## config.mk

```make
export PLATFORM = sky130hd
export DESIGN_NAME = uart_rx_deserializer_flat
export DESIGN_NICKNAME = d
export VERILOG_FILES = /design/src/rtl/uart_rx_deserializer_if.sv /design/src/rtl/uart_rx_deserializer.sv /design/src/flat_wrapper.sv
export SDC_FILE = /design/constraint.sdc
export NUM_CORES = 1
export LEC_CHECK = 0
export BUFFER_PORTS_ARGS = -buffer_cell sky130_fd_sc_hd__buf_2
export CORE_ASPECT_RATIO = 1.4
export CORE_UTILIZATION = 52
export CTS_CLUSTER_SIZE = 14
export DETAILED_ROUTE_END_ITERATION = 8
export GPL_ROUTABILITY_DRIVEN = 0
export HOLD_SLACK_MARGIN = 0.06
export PLACE_DENSITY = 0.74
export SYNTH_ARGS = -nofsm -noshare
export SYNTH_HDL_FRONTEND = slang
export SYNTH_SLANG_ARGS = --single-unit
```

## constraint.sdc

```tcl
create_clock -name clk -period 1.56 [get_ports clk]
set_input_delay 0.468 -clock clk [delete_from_list [all_inputs] [get_ports clk]]
set_output_delay 0.468 -clock clk [all_outputs]
set_load 0.05 [all_outputs]
```

## src/rtl/uart_rx_deserializer_if.sv

```systemverilog
// UART receive bus: serial line in, received frame and status out.
// Ports: rx (line), Rxbuff/rx_parity/parity_en (frame + enable), framing_error, busy.
interface uart_rx_deserializer_if #(
    parameter int RxNbit = 8
);
    logic              rx;
    logic [RxNbit-1:0] Rxbuff;
    logic              rx_parity;
    logic              parity_en;
    logic              framing_error;
    logic              busy;

    modport master (
        input  rx,
        output Rxbuff,
        output rx_parity,
        output parity_en,
        output framing_error,
        output busy
    );

    modport slave (
        output rx,
        input  Rxbuff,
        input  rx_parity,
        input  parity_en,
        input  framing_error,
        input  busy
    );
endinterface

```

## src/rtl/uart_rx_deserializer.sv

```systemverilog
// UART receive front end: sync, start detect, mid-bit sampling of data/parity/stop.
// Ports: clk, reset (sync active-low), bus (master side of uart_rx_deserializer_if).
module uart_rx_deserializer #(
    parameter int RxNbit       = 8,
    parameter int CLKS_PER_BIT = 434
) (
    input  logic                    clk,
    input  logic                    reset,
    uart_rx_deserializer_if.master  bus
);
    localparam int CW = $clog2(CLKS_PER_BIT);
    localparam int IW = (RxNbit > 1) ? $clog2(RxNbit) : 1;

    typedef enum logic [2:0] {
        S_IDLE,
        S_START,
        S_DATA,
        S_PARITY,
        S_STOP,
        S_DONE
    } state_t;

    state_t            r_state;
    state_t            w_next;
    logic              r_sync1;
    logic              r_sync2;
    logic              r_prev;
    logic [CW-1:0]     r_cnt;
    logic [IW-1:0]     r_idx;
    logic [RxNbit-1:0] r_shift;
    logic              r_par;
    logic [RxNbit-1:0] r_rxbuff;
    logic              r_rx_parity;
    logic              r_ferr;

    logic w_rx_s;
    logic w_fall;
    logic w_cnt_end;
    logic w_cnt_half;
    logic w_last_bit;

    assign w_rx_s     = r_sync2;
    assign w_fall     = r_prev & ~w_rx_s;
    assign w_cnt_end  = (r_cnt == CW'(CLKS_PER_BIT - 1));
    assign w_cnt_half = (r_cnt == CW'(CLKS_PER_BIT / 2 - 1));
    assign w_last_bit = (r_idx == IW'(RxNbit - 1));

    always_ff @(posedge clk) begin
        if (!reset) begin
            r_state <= S_IDLE;
        end else begin
            r_state <= w_next;
        end
    end

    always_comb begin
        w_next = r_state;
        unique case (r_state)
            S_IDLE:   if (w_fall) w_next = S_START;
            S_START:  if (w_cnt_half) w_next = w_rx_s ? S_IDLE : S_DATA;
            S_DATA:   if (w_cnt_end && w_last_bit) w_next = S_PARITY;
            S_PARITY: if (w_cnt_end) w_next = S_STOP;
            S_STOP:   if (w_cnt_end) w_next = S_DONE;
            S_DONE:   w_next = S_IDLE;
            default:  w_next = S_IDLE;
        endcase
    end

    // The result registers load on the stop-bit sample so they are
    // already valid during the DONE cycle, when parity_en is high.
    always_ff @(posedge clk) begin
        if (!reset) begin
            r_sync1     <= 1'b1;
            r_sync2     <= 1'b1;
            r_prev      <= 1'b1;
            r_cnt       <= '0;
            r_idx       <= '0;
            r_shift     <= '0;
            r_par       <= 1'b0;
            r_rxbuff    <= '0;
            r_rx_parity <= 1'b0;
            r_ferr      <= 1'b0;
        end else begin
            r_sync1 <= bus.rx;
            r_sync2 <= r_sync1;
            r_prev  <= r_sync2;
            case (r_state)
                S_START: begin
                    if (w_cnt_half) begin
                        r_cnt <= '0;
                        r_idx <= '0;
                    end else begin
                        r_cnt <= r_cnt + CW'(1);
                    end
                end
                S_DATA: begin
                    if (w_cnt_end) begin
                        r_shift[r_idx] <= w_rx_s;
                        r_idx          <= r_idx + IW'(1);
                        r_cnt          <= '0;
                    end else begin
                        r_cnt <= r_cnt + CW'(1);
                    end
                end
                S_PARITY: begin
                    if (w_cnt_end) begin
                        r_par <= w_rx_s;
                        r_cnt <= '0;
                    end else begin
                        r_cnt <= r_cnt + CW'(1);
                    end
                end
                S_STOP: begin
                    if (w_cnt_end) begin
                        r_rxbuff    <= r_shift;
                        r_rx_parity <= r_par;
                        r_ferr      <= ~w_rx_s;
                        r_cnt       <= '0;
                    end else begin
                        r_cnt <= r_cnt + CW'(1);
                    end
                end
                default: r_cnt <= '0;
            endcase
        end
    end

    assign bus.Rxbuff        = r_rxbuff;
    assign bus.rx_parity     = r_rx_parity;
    assign bus.framing_error = r_ferr;
    assign bus.parity_en     = (r_state == S_DONE);
    assign bus.busy          = (r_state != S_IDLE);
endmodule

```

## src/flat_wrapper.sv

```systemverilog
// flat-port wrapper written by rule: the top's interface ports become plain ports
module uart_rx_deserializer_flat 
#(
    parameter int RxNbit       = 8,
    parameter int CLKS_PER_BIT = 434
)
  (clk, reset, bus_rx, bus_Rxbuff, bus_rx_parity, bus_parity_en, bus_framing_error, bus_busy);
  uart_rx_deserializer_if #(.RxNbit(RxNbit)) bus_i ();
  input  logic clk;
  input  logic reset;
  input wire logic [$bits(bus_i.rx)-1:0] bus_rx;
  output wire logic [$bits(bus_i.Rxbuff)-1:0] bus_Rxbuff;
  output wire logic [$bits(bus_i.rx_parity)-1:0] bus_rx_parity;
  output wire logic [$bits(bus_i.parity_en)-1:0] bus_parity_en;
  output wire logic [$bits(bus_i.framing_error)-1:0] bus_framing_error;
  output wire logic [$bits(bus_i.busy)-1:0] bus_busy;
  assign bus_i.rx = bus_rx;
  assign bus_Rxbuff = bus_i.Rxbuff;
  assign bus_rx_parity = bus_i.rx_parity;
  assign bus_parity_en = bus_i.parity_en;
  assign bus_framing_error = bus_i.framing_error;
  assign bus_busy = bus_i.busy;
  uart_rx_deserializer #(.RxNbit(RxNbit), .CLKS_PER_BIT(CLKS_PER_BIT)) u_core (.clk(clk), .reset(reset), .bus(bus_i));
endmodule
```

==> flow_metrics.py <==
metrics = {
    "worst_setup_path": {
        "reg2reg_slack_ns": -0.18,
        "crit_fanout": 2,
        "start_kind": "register",
        "cp-end-kind": "register",
        "path_class": "register to register",
        "worstPathArrival_ns": 1.93,
        "cp.required_ns": 1.74,
    },
    "sta": {
        "drv_slew": 0,
        "setup_viol": 26,
        "rsz0062_at_grt": "true",
        "fmax_mhz": 573,
        "setup_tns_ns": -2.30,
        "hold_ws_ns": 0.360,
        "finalCriticalPeriod_ns": 1.74,
        "period_share_pct": 112,
        "worst_pin_slew_ns": 0.487,
        "fin_skew_ns": 0.00660,
        "finalWorstSetupSlack_ns": -0.185,
        "relSlewSlack_pct": 67.5,
        "final-hold-violation-count": 0,
    },
    "synthesis": {
        "synth.area.top_cells": "dfxtp_1, mux2i_1, nor2_1",
        "ys_seq_area_share_pct": 44.0,
        "ys_ff_latch": 37,
        "postSynthAreaPerCell_um2": 9.05,
        "netlist_area_um2": 1680,
        "synth.distinct_cells": 41,
        "yosysWarnings": 0,
        "synth_fp_nets": 194,
        "synthCells": 186,
        "yosysTopAreaCellShare_pct": 44.0,
        "synth_top_cell_by_area": "dfxtp_1",
    },
    "worst_hold_path": {
        "min_path_type": "primary input to register",
    },
    "cts": {
        "clk_pin_slew_ns": 0.07,
        "cts_tree": "yes",
        "ctsHoldBuffers": 0,
        "clk_latency_ns": 0.30,
        "htree_levels": 2,
        "cts.path.max_buffers": 2,
        "root_buffer": "clkbuf_8",
        "numCtsBuffers": 5,
        "cts_sinks": 37,
    },
    "final_layout": {
        "n_antenna_cell": 0,
        "nets": 243,
        "fillers": 185,
        "layout.cells.most_common_list": "dfxtp_1, buf_4, nor2_1",
        "mostFrequentLayoutCell": "dfxtp_1",
        "final_cells": 275,
        "fin_area_um2": 2420,
        "drive_gt1_share_pct": 45.8,
        "area_delta_synth_final_pct": 43.9,
    },
    "status": {
        "failed_checks": "negative setup slack",
        "outcome": "finished, violations left",
    },
    "place": {
        "hpwl_um": 2810,
        "placed_area_um2": 1940,
        "dp_cells": 251,
        "io_buffer_count": 14,
        "post-place-ws_ns": -0.277,
    },
    "die": {
        "coreArea_um2": 3090,
        "rows": 24,
        "initial_core_util_pct": 54.4,
        "die_h_um": 69.3,
        "fp.dieArea_um2": 3470,
        "die_w_um": 50.1,
        "num_io_pins": 15,
    },
    "grt": {
        "grt_antenna_before_repair": 0,
        "grt_overflow": 0,
        "grt_pass1_vias": 1669,
        "track_usage_pct": 27.1,
        "grt_max_degree": 17,
        "grt_pass1_wl_um": 7160,
    },
    "routing": {
        "vias": 1595,
        "routed_wl_um": 4720,
        "viasPerCell": 5.80,
        "drtPass1Iterations": 5,
        "antenna_left": 0,
        "drt_iter0_markers": 84,
        "post_drt_wl_per_cell_um": 17.2,
        "drc": 0,
    },
    "pwr": {
        "p_switching_uw": 560,
        "p_leak_uw": 0.000982,
        "ir_drop_mv": 0.856,
        "p_per_area_nw_per_um2": 831,
        "seq_power_share_pct": 49.3,
        "comb_power_share_pct": 18.4,
        "intPower_uw": 1450,
        "clock_power_share_pct": 32.3,
        "power_switching_share_pct": 27.8,
    },
    "job": {
        "max-cap-violations": 0,
    },
}
==> area by class of cell <==
type	count	area [um2]	share of cell area (%)
multi-input combinational	134	1090	45.2
sequential	37	757	31.2
timing repair buffer	51	414	17.1
clock buffer	5	68.8	2.84
tap	39	48.8	2.01
inverter	6	22.5	0.929
clock inverter	3	17.5	0.723
==> metal layers <==
metal  up-vias  global-route usage [%]  share of wire [%]
met5         -                       0                  0
met4         0                    20.3                4.4
met3        20                    5.26                2.6
met2        45                    49.3                 56
met1       771                    25.3                 37
li1        759                       -                  -
==> path summary, 6_finish.rpt <==
kind | from | to | depth (start not counted)
worst max-delay path | u_core.r_cnt[1] | u_core.r_state[0] | 6
worst min-delay path | bus_rx | u_core.r_sync1 | 2
worst max register to register | u_core.r_cnt[1] | u_core.r_state[0] | 6
worst min register to register | u_core.r_sync1 | u_core.r_sync2 | 1
==> synthesized netlist by cell type <==
cell       number
dfxtp_1        37
nor2_1         26
nand3_1        15
mux2i_1        12
a21oi_1        11
nand2_1         7
ha_1            5
inv_1           5
o21ai_1         5
o31ai_1         5
xnor2_1         5
buf_2           4
clkbuf_1        4
nand2b_1        4
nand4_1         4
nor2b_1         3
or3_1           3
a21boi_1        2
a21o_1          2
and3_1          2
and4b_1         2
nor3b_1         2
nor4bb_1        2
xor2_1          2
a2111o_1        1
a211o_1         1
a21oi_2         1
a2bb2oi_1       1
and3b_1         1
and4_1          1
and4b_2         1
buf_1           1
clkbuf_2        1
inv_2           1
nand4b_1        1
nand4bb_1       1
nor3_1          1
nor3b_2         1
o21a_1          1
o41a_1          1
o41ai_1         1
==> critical path: stages (launching register included) <==
cell	delay, ns
dfxtp_2	0.33
inv_2	0.07
ha_4	0.15
nand4bb_4	0.13
or3_4	0.39
a2111o_1	0.43
mux2i_1	0.14
==> repair_timing <==
item / 4_1_cts / 5_1_grt
pin swaps: 11 / 17
cloned: 1 / 1
buffers inserted: 11 / 3
setup endpoints to repair: 35 / 36
resized for setup: 33 / 34
==> flip-flops by register name, indices dropped and copies added, names as in the netlist <==
register / cells
u_core.r_cnt: 9
u_core.bus.Rxbuff: 8
u_core.r_shift: 8
u_core.r_idx: 3
u_core.r_state: 3
u_core.bus.framing_error: 1
u_core.bus.rx_parity: 1
u_core.r_par: 1
u_core.r_prev: 1
u_core.r_sync1: 1
u_core.r_sync2: 1
==> logic make-up after synthesis <==
kind of cell | after synthesis | share of synthesized area (%)
compound gates | 32 | 12.6
xor+xnor | 7 | 3.64
fa+ha+maj | 5 | 3.71
buf+inv | 16 | 3.94
flops | 37 | 44.0
mux | 12 | 7.13
simple gates | 77 | 25.0
==> through the flow <==
step	utilization [%]	power, uW
final	78.4	2010
after detailed placement	62.6	1260
after global routing	78.4	2080
after floorplan	-	1170
after global placement	62.6	1250
after CTS	73.3	1940
==> power groups by stage <==
| stage | Combinational, uW | Clock, uW | Sequential, uW |
|---|---|---|---|
| 4_1_cts | 297 | 653 | 991 |
| 3_3_place_gp | 241 | 0 | 1010 |
| 3_5_place_dp | 255 | 0 | 1010 |
| 5_1_grt | 386 | 698 | 996 |
| 2_1_floorplan | 177 | 0 | 994 |
| 6_report | 370 | 650 | 993 |
No activity file was read; power rests on OpenSTA's default activity.
